`config.mk`:
```
export PLATFORM = sky130hd
export DESIGN_NAME = coin_return_dispenser
export DESIGN_NICKNAME = d
export VERILOG_FILES = /design/src/rtl/coin_return_dispenser.sv
export SDC_FILE = /design/constraint.sdc
export NUM_CORES = 1
export LEC_CHECK = 0
export CAP_MARGIN = 20
export CORE_ASPECT_RATIO = 2
export CORE_UTILIZATION = 45
export DETAILED_ROUTE_END_ITERATION = 10
export HOLD_SLACK_MARGIN = 0.12
export PLACE_DENSITY = 0.69
export SETUP_SLACK_MARGIN = 0.4
export SLEW_MARGIN = 30
export SYNTH_ARGS = -nofsm -noshare
export SYNTH_HDL_FRONTEND = slang
export SYNTH_SLANG_ARGS = --single-unit
export TNS_END_PERCENT = 100
```
`constraint.sdc`:
```
create_clock -name clk -period 2.4 [get_ports clk]
set_clock_uncertainty 0.1 [all_clocks]
set_input_delay 0.24 -clock clk [delete_from_list [all_inputs] [get_ports clk]]
set_output_delay 0.24 -clock clk [all_outputs]
set_load 0.01 [all_outputs]
```
`src/rtl/coin_return_dispenser.sv`:
```
// coin_return_dispenser
// Returns a requested amount as a sequence of coins, largest usable coin
// first, drawing on a per-coin inventory that customer deposits top up.
//
// Handshakes:
//   start : i_start is taken only while o_ready=1 (IDLE). A start edge latches
//           i_return_amount and the block goes busy until its o_done pulse.
//   coin  : o_return_coin is a one-hot "valid" held stable until the coin
//           mechanism answers with i_coin_ack=1 at an edge. That edge consumes
//           the coin. i_coin_ack is ignored whenever no coin is presented.
module coin_return_dispenser #(
    parameter int COIN0_VAL  = 100,
    parameter int COIN1_VAL  = 500,
    parameter int COIN2_VAL  = 1000,
    parameter int CNT_BITS   = 8,
    parameter int INIT_COUNT = 4
) (
    input  logic                  clk,
    input  logic                  reset,
    input  logic                  i_start,
    input  logic [15:0]           i_return_amount,
    input  logic                  i_coin_ack,
    input  logic [2:0]            i_deposit_coin,
    output logic [2:0]            o_return_coin,
    output logic                  o_ready,
    output logic                  o_done,
    output logic [15:0]           o_remainder,
    output logic [2:0]            o_empty,
    output logic [1:0]            dbg_state
);

    // Widths shared with the rest of the vending machine
    // (kNumCoins / kTotalBits in vending_machine_def.v).
    localparam int kNumCoins  = 3;
    localparam int kTotalBits = 16;

    localparam logic [CNT_BITS-1:0] CNT_MAX  = '1;
    localparam logic [CNT_BITS-1:0] CNT_INIT = CNT_BITS'(INIT_COUNT);

    typedef enum logic [1:0] {
        IDLE     = 2'd0,
        SELECT   = 2'd1,
        DISPENSE = 2'd2,
        DONE     = 2'd3
    } state_t;

    state_t                 state_q;
    state_t                 state_d;
    logic [kTotalBits-1:0]  remaining_q;
    logic [CNT_BITS-1:0]    count_q [kNumCoins];
    logic [1:0]             disp_idx_q;
    logic                   cand_found;
    logic [1:0]             cand_idx;
    logic                   ack_fire;

    // Face value of a coin index, truncated to the amount width.
    function automatic logic [kTotalBits-1:0] coin_value(input logic [1:0] idx);
        logic [kTotalBits-1:0] v;
        case (idx)
            2'd0:    v = kTotalBits'(COIN0_VAL);
            2'd1:    v = kTotalBits'(COIN1_VAL);
            2'd2:    v = kTotalBits'(COIN2_VAL);
            default: v = '0;
        endcase
        return v;
    endfunction

    // Coin consumed at this edge: only meaningful while presenting one.
    assign ack_fire = (state_q == DISPENSE) && i_coin_ack;

    // Highest-index coin that still fits the remaining amount and is in stock;
    // later loop iterations override earlier ones, so the top index wins.
    always_comb begin
        cand_found = 1'b0;
        cand_idx   = 2'd0;
        for (int i = 0; i < kNumCoins; i++) begin
            if ((coin_value(2'(i)) <= remaining_q) && (count_q[i] != '0)) begin
                cand_found = 1'b1;
                cand_idx   = 2'(i);
            end
        end
    end

    // Next-state logic.
    always_comb begin
        state_d = state_q;
        case (state_q)
            IDLE: begin
                if (i_start) begin
                    state_d = SELECT;
                end
            end
            SELECT: begin
                state_d = cand_found ? DISPENSE : DONE;
            end
            DISPENSE: begin
                if (i_coin_ack) begin
                    state_d = SELECT;
                end
            end
            DONE: begin
                state_d = IDLE;
            end
            default: begin
                state_d = IDLE;
            end
        endcase
    end

    // State register.
    always_ff @(posedge clk or posedge reset) begin
        if (reset) begin
            state_q <= IDLE;
        end else begin
            state_q <= state_d;
        end
    end

    // Remaining amount, presented coin and reported remainder.
    always_ff @(posedge clk or posedge reset) begin
        if (reset) begin
            remaining_q   <= '0;
            o_return_coin <= '0;
            o_remainder   <= '0;
            disp_idx_q    <= 2'd0;
        end else begin
            case (state_q)
                IDLE: begin
                    if (i_start) begin
                        remaining_q <= i_return_amount;
                    end
                end
                SELECT: begin
                    if (cand_found) begin
                        o_return_coin <= kNumCoins'(1) << cand_idx;
                        disp_idx_q    <= cand_idx;
                    end else begin
                        // Nothing more can be paid out: publish what is left.
                        // It stays on o_remainder until the next completion.
                        o_remainder <= remaining_q;
                    end
                end
                DISPENSE: begin
                    if (i_coin_ack) begin
                        // The candidate rule guarantees no underflow here.
                        remaining_q   <= remaining_q - coin_value(disp_idx_q);
                        o_return_coin <= '0;
                    end
                end
                default: begin
                end
            endcase
        end
    end

    // Inventory counters: deposits saturate upward, acknowledged coins count
    // down, and a deposit of the very coin being taken cancels it out.
    always_ff @(posedge clk or posedge reset) begin
        if (reset) begin
            for (int i = 0; i < kNumCoins; i++) begin
                count_q[i] <= CNT_INIT;
            end
        end else begin
            for (int i = 0; i < kNumCoins; i++) begin
                if (i_deposit_coin[i] && ack_fire && (disp_idx_q == 2'(i))) begin
                    count_q[i] <= count_q[i];
                end else if (i_deposit_coin[i]) begin
                    if (count_q[i] != CNT_MAX) begin
                        count_q[i] <= count_q[i] + 1'b1;
                    end
                end else if (ack_fire && (disp_idx_q == 2'(i))) begin
                    count_q[i] <= count_q[i] - 1'b1;
                end
            end
        end
    end

    // Per-coin stock-out flags, straight off the counters.
    always_comb begin
        for (int i = 0; i < kNumCoins; i++) begin
            o_empty[i] = (count_q[i] == '0);
        end
    end

    assign o_ready   = (state_q == IDLE);
    assign o_done    = (state_q == DONE);
    assign dbg_state = state_q;

endmodule

```
; ---- After elaboration in Yosys (flattened, before gate mapping)
; Index checks and enable logic that the tools add are counted.
[word_totals]
output_inout_bits = 26
regBits = 63
word_cells = 98
[classes]
addsub = 7
n_lt_le_gt_ge = 3
n_shift = 1
n_reduce_logical = 34
eq_ne = 14
n_mux = 27
bitwise_logic = 4
[op_table]
columns = operator, n
row1 = 2-to-1 mux 8 bit, 9
row2 = 2-to-1 mux 16 bit, 4
row3 = one-hot mux 16 bit (2 select lines), 1
row4 = one-hot mux 10 bit (3 select lines), 1
row5 = adder 8 x 1 -> 8 bit (second input constant), 3
row6 = zero test 8 bit, 3
row7 = inequality test 8 bit (second input constant), 3
row8 = nonzero test 8 bit, 3
row9 = subtractor 8 x 1 -> 8 bit (second input constant), 3
row10 = <= comparator 10 x 16 -> 1 bit (first input constant), 1
row11 = <= comparator 7 x 16 -> 1 bit (first input constant), 1
row12 = <= comparator 9 x 16 -> 1 bit (first input constant), 1
row13 = subtractor 16 bit, 1
row14 = AND reduction 3 bit, 5
row15 = logical AND 1 bit, 13
row16 = nonzero test 2 bit, 5
row17 = one-hot mux 2 bit (4 select lines), 1
row18 = equality test 2 bit (second input constant), 3
row19 = 2-to-1 mux 2 bit, 3
row20 = 2-to-1 mux 3 bit, 2
row21 = inequality test 2 x 1 -> 1 bit (second input constant), 3
row22 = inequality test 2 bit (second input constant), 3
row23 = one-hot mux 3 bit (2 select lines), 1
row24 = AND reduction 2 bit, 3
row25 = other kinds (5), 14

; ---- Depth between registers and ports, before layout
[logic_depth]
depth_word = 7
ltp_mapped = 11
ltp_nobuf = 11

; ---- Worst setup path after synthesis
; Ideal clock, no wire load.
[synth_path]
kind = reg2reg
start = register disp_idx_q[0]
end = register remaining_q[13]
slack_ns = -0.145
arrival_time_ns = 2.341
t_required_ns = 2.196
stages_incl_launch_ff = 10
setup_ns = 0.104
n_path_buf = 0
synth_period_minus_slack_ns = 2.545
cell_sequence = dfrtp_1 inv_1 ha_1 inv_1 ha_1 a2111oi_0 inv_1 o211a_1 or3_1 o311ai_1
[synth_via]
elab_chain_cells = 7
elab_cells_between_ends = 9
cone_classes = add/sub (1) / eq/ne (2) / mux (5) / reduce/logical (1)
[synth_rtl]
columns = element, line
row1 = "start, declared", 51  ; logic [1:0] disp_idx_q;
row2 = "start signal, assigned", 136  ; disp_idx_q <= cand_idx;
row3 = equality test 2 bit (tied with other cells), 59  ; case (idx)
row4 = one-hot mux 10 bit (3 select lines) (*), 59
row5 = 2-to-1 mux 16 bit (*), 144  ; if (i_coin_ack) begin
row6 = 2-to-1 mux 16 bit (*), 127  ; case (state_q)
row7 = subtractor 16 bit (*), 146  ; remaining_q <= remaining_q - coin_value(disp_idx_q);
row8 = 2-to-1 mux 16 bit (*), 144
row9 = one-hot mux 16 bit (2 select lines) (*), 127
row10 = "end signal, assigned", 130  ; remaining_q <= i_return_amount;
row11 = "end signal, assigned", 146
row12 = "end, declared", 49  ; logic [kTotalBits-1:0] remaining_q;
; Every way passes the cells marked *; elsewhere a longest branch is shown, timed or not. The select of a mux whose other input is x is not followed.
; A chain may end at the register's enable or synchronous reset.

; ---- Final worst setup path
; Ends and elaborated chain as after synthesis.

==> qor.csv <==
metric,value,unit
status,"complete, but fails checks",
failing checks,setup timing,
Routed Antenna Nets,0,
post-synthesis cell area,4180,um^2
worst-path cell chain,"inv_4, ha_4, inv_4, ha_4, a2111oi_4, inv_1, o211a_1, or3_1, o311ai_2",
"FF+latch count, synth",63,
Switching Power,3.54,mW
vias in the first global route,4093,
hold_buf cts,0,
CP Launch Point,disp_idx_q[0]$_DFFE_PP0P_,
post-synthesis sequential area ratio,37.8,%
Power Dens Cells,1360,nW/um^2
Starting Density,46.4,%
Layout Nets,610,
ANT cells,0,
CTS Sinks,63,
WP data arrival,2.60,ns
"Slowest-stage cell, CP",dfrtp_2,
Unique masters post-synth,59,
initial antenna violation count,0,
"Remaining Overflow, GRT",0,
final worst-path cycle share,103,%
P&R area growth vs syn,52.0,%
Skew-Pair Late Insertion Delay,0.33,ns
Final WS setup,-0.0682,ns
share of cells above drive strength 1,42.7,%
WL final,12.5,mm
Buf/Inv on CP,3,
gpl congestion,0.919,
syn_area_per_cell,10.0,um^2
Comb power frac,60.7,%
dpl ws,-0.182,ns
Max stage delay on crit path,0.44,ns
CTS buffer count,9,
post-DR vias/cell,5.94,
Leak Pwr,2.76,nW
Main synth FF type,dfrtp_1,
WP data required,2.53,ns
die area,9700,um^2
pin count of the biggest net entering global routing,64,
Crit Reg-Reg Startpoint,disp_idx_q[0]$_DFFE_PP0P_,
worst hold path class,in2async,
Pint,5.13,mW
min cycle time layout,2.47,ns
H-tree Lvls,3,
final setup vio count,5,
vias after detailed routing,3912,
Die Span Y,138,um
WS Path Type,reg2reg,
first-pass GRT wire length,19.5,mm
"delay-heaviest family, CP",compound AO/OA/AOI/OAI gates,
Die Wd,70.2,um
WL/cell,19.0,um
CP endpoint kind,flip-flop,
Flop pwr share,24.1,%
First-pass DRT Iterations,4,
clk buf depth,2,
Core ar.,9010,um^2
Syn Nets,474,
Hold WS,0.171,ns
CTS tree,done,
"EDFF count, synth",0,
floorplan row count,49,
sw frac,40.8,%
hpwl dp,8.16,mm
fin util,70.5,%
Startpoint Class,flip-flop,
Critical Path Fanout Max,4,
Peak supply drop,0.000687,V
MaxCap Viol Count,0,
cells after synthesis,416,
PortBufs,48,
Root Driver,clkbuf_16,
RSZ-0062 raised after global routing,true,
ys async rst share,100,%
number of top-level pins,49,
All-Layer GR Usage,25.8,%
final max-slew violation count,0,
clock share of power,15.2,%
# DRC,0,
Worst-Margin Slew,0.586,ns
Initial DRC Count,259,
Fmax,405,MHz
endpoints failing hold,0,
Slew HR,60.6,%
clk slew on worst S/H paths,0.06,ns
Ys Warns,0,
[area by class of cell]
class | count | area (um^2)
multi-input combinational | 326 | 3060
fill | 647 | 2660
sequential | 63 | 1590
timing repair buffer | 136 | 1200
clock buffer | 11 | 243
tap | 102 | 128
inverter | 16 | 70.1
clock inverter | 5 | 57.6
[worst register-to-register path: cells and delay by family, from the launching register on]
kind	cells	cell delay [ns]
buffers and inverters	3	0.19
adder cells (fa/ha/maj)	2	0.52
AND/OR/NAND/NOR	1	0.33
AO/OA/AOI/OAI	3	0.78
flip-flops	1	0.44
[layout by cell type, fill, tap and decap left out, types with 12 or more instances in the layout]
master / count
a21oi_1: 27
buf_4: 79
clkdlybuf4s50_1: 42
dfrtp_1: 52
ha_4: 16
mux2_2: 12
mux2_4: 20
nand2_1: 24
nor2_1: 18
o21ai_0: 13
[metrics by stage]
step | cell area, um^2 | cells | setup TNS, ns | total power [mW]
after floorplan | 4260 | 416 | 0 | 4.56
after global placement | 5230 | 607 | -0.629 | 5.81
after detailed placement | 5230 | 607 | -1.06 | 5.96
after CTS | 5980 | 647 | -0.223 | 8.02
after global routing | 6350 | 659 | -0.926 | 9.23
final | 6350 | 659 | -0.255 | 8.66
[synth_stat cells, types with 6 or more instances]
cell / number / area share (%)
nor2_1: 22 / 2.0
inv_1: 16 / 1.4
nand3_1: 9 / 1.1
a21o_1: 6 / 1.1
dfrtp_1: 60 / 36
o21a_1: 7 / 1.3
nor3_1: 11 / 1.3
mux2_2: 24 / 6.5
o211ai_1: 10 / 1.8
nand2b_1: 7 / 1.0
xnor2_1: 10 / 2.1
nand2_1: 27 / 2.4
xor2_1: 8 / 1.7
and3_1: 6 / 0.90
ha_1: 31 / 9.3
a21oi_1: 34 / 4.1
o21ai_0: 20 / 2.4
mux2_4: 8 / 2.9
mux2i_1: 7 / 1.7
nand4_1: 9 / 1.3
or3_1: 7 / 1.0
clkbuf_1: 9 / 0.81
[layer usage]
metal | up-vias | GRT usage [%] | wire length (um)
met1 | 1966 | 26.4 | 4600
met4 | 0 | 14.7 | 551
met2 | 95 | 48.1 | 7070
met3 | 38 | 3.86 | 268
li1 | 1813 | - | -
met5 | - | 0 | 0
[cells by family (layout without fill, tap and decap cells)]
kind of cell | after synthesis | in the layout | share of synthesized area, %
and+or+nand+nor | 123 | 123 | 16.0
buffers and inverters | 27 | 168 | 2.63
DFF | 63 | 63 | 37.8
AOI/OAI and AO/OA | 111 | 111 | 17.6
muxes | 39 | 39 | 11.0
adders and majority gates | 35 | 35 | 11.2
xor gates and xnor gates | 18 | 18 | 3.77
[registers in the layout, summed over array words and instances (netlist names)]
| register | count |
|---|---|
| count_q | 24 |
| o_remainder | 16 |
| remaining_q | 16 |
| o_return_coin | 3 |
| dbg_state | 2 |
| disp_idx_q | 2 |
[timing repair]
| item | CTS | global route |
|---|---|---|
| buffers inserted | 24 | 11 |
| gates cloned | 0 | 1 |
| pin swaps | 39 | 31 |
| gates resized for setup | 66 | 58 |
| setup endpoints to repair | 46 | 54 |
[power by group through the flow]
stage                     combinational, mW  clock (mW)  sequential (mW)
after CTS                              4.64        1.34             2.04
after global placement                 3.80           0             2.01
final                                  5.26        1.31             2.09
after floorplan                        2.67           0             1.88
after global routing                   5.71        1.38             2.14
after detailed placement               3.93           0             2.03
[worst paths after layout]
kind / end / slack, ns / cells after the start
min in group clk: o_remainder[9]$_DFFE_PP0P_ / 0.41 / 1
worst max register to register: remaining_q[13]$_DFFE_PP0P_ / -0.07 / 9
max in group asynchronous: count_q[2]$_DFFE_PP1P_ / 1.66 / 3
worst min register to register: o_remainder[9]$_DFFE_PP0P_ / 0.41 / 1
worst max-delay path: remaining_q[13]$_DFFE_PP0P_ / -0.07 / 9
worst min-delay path: count_q[19]$_DFFE_PP0P_ / 0.17 / 3
No activity file was read; power rests on OpenSTA's default activity.
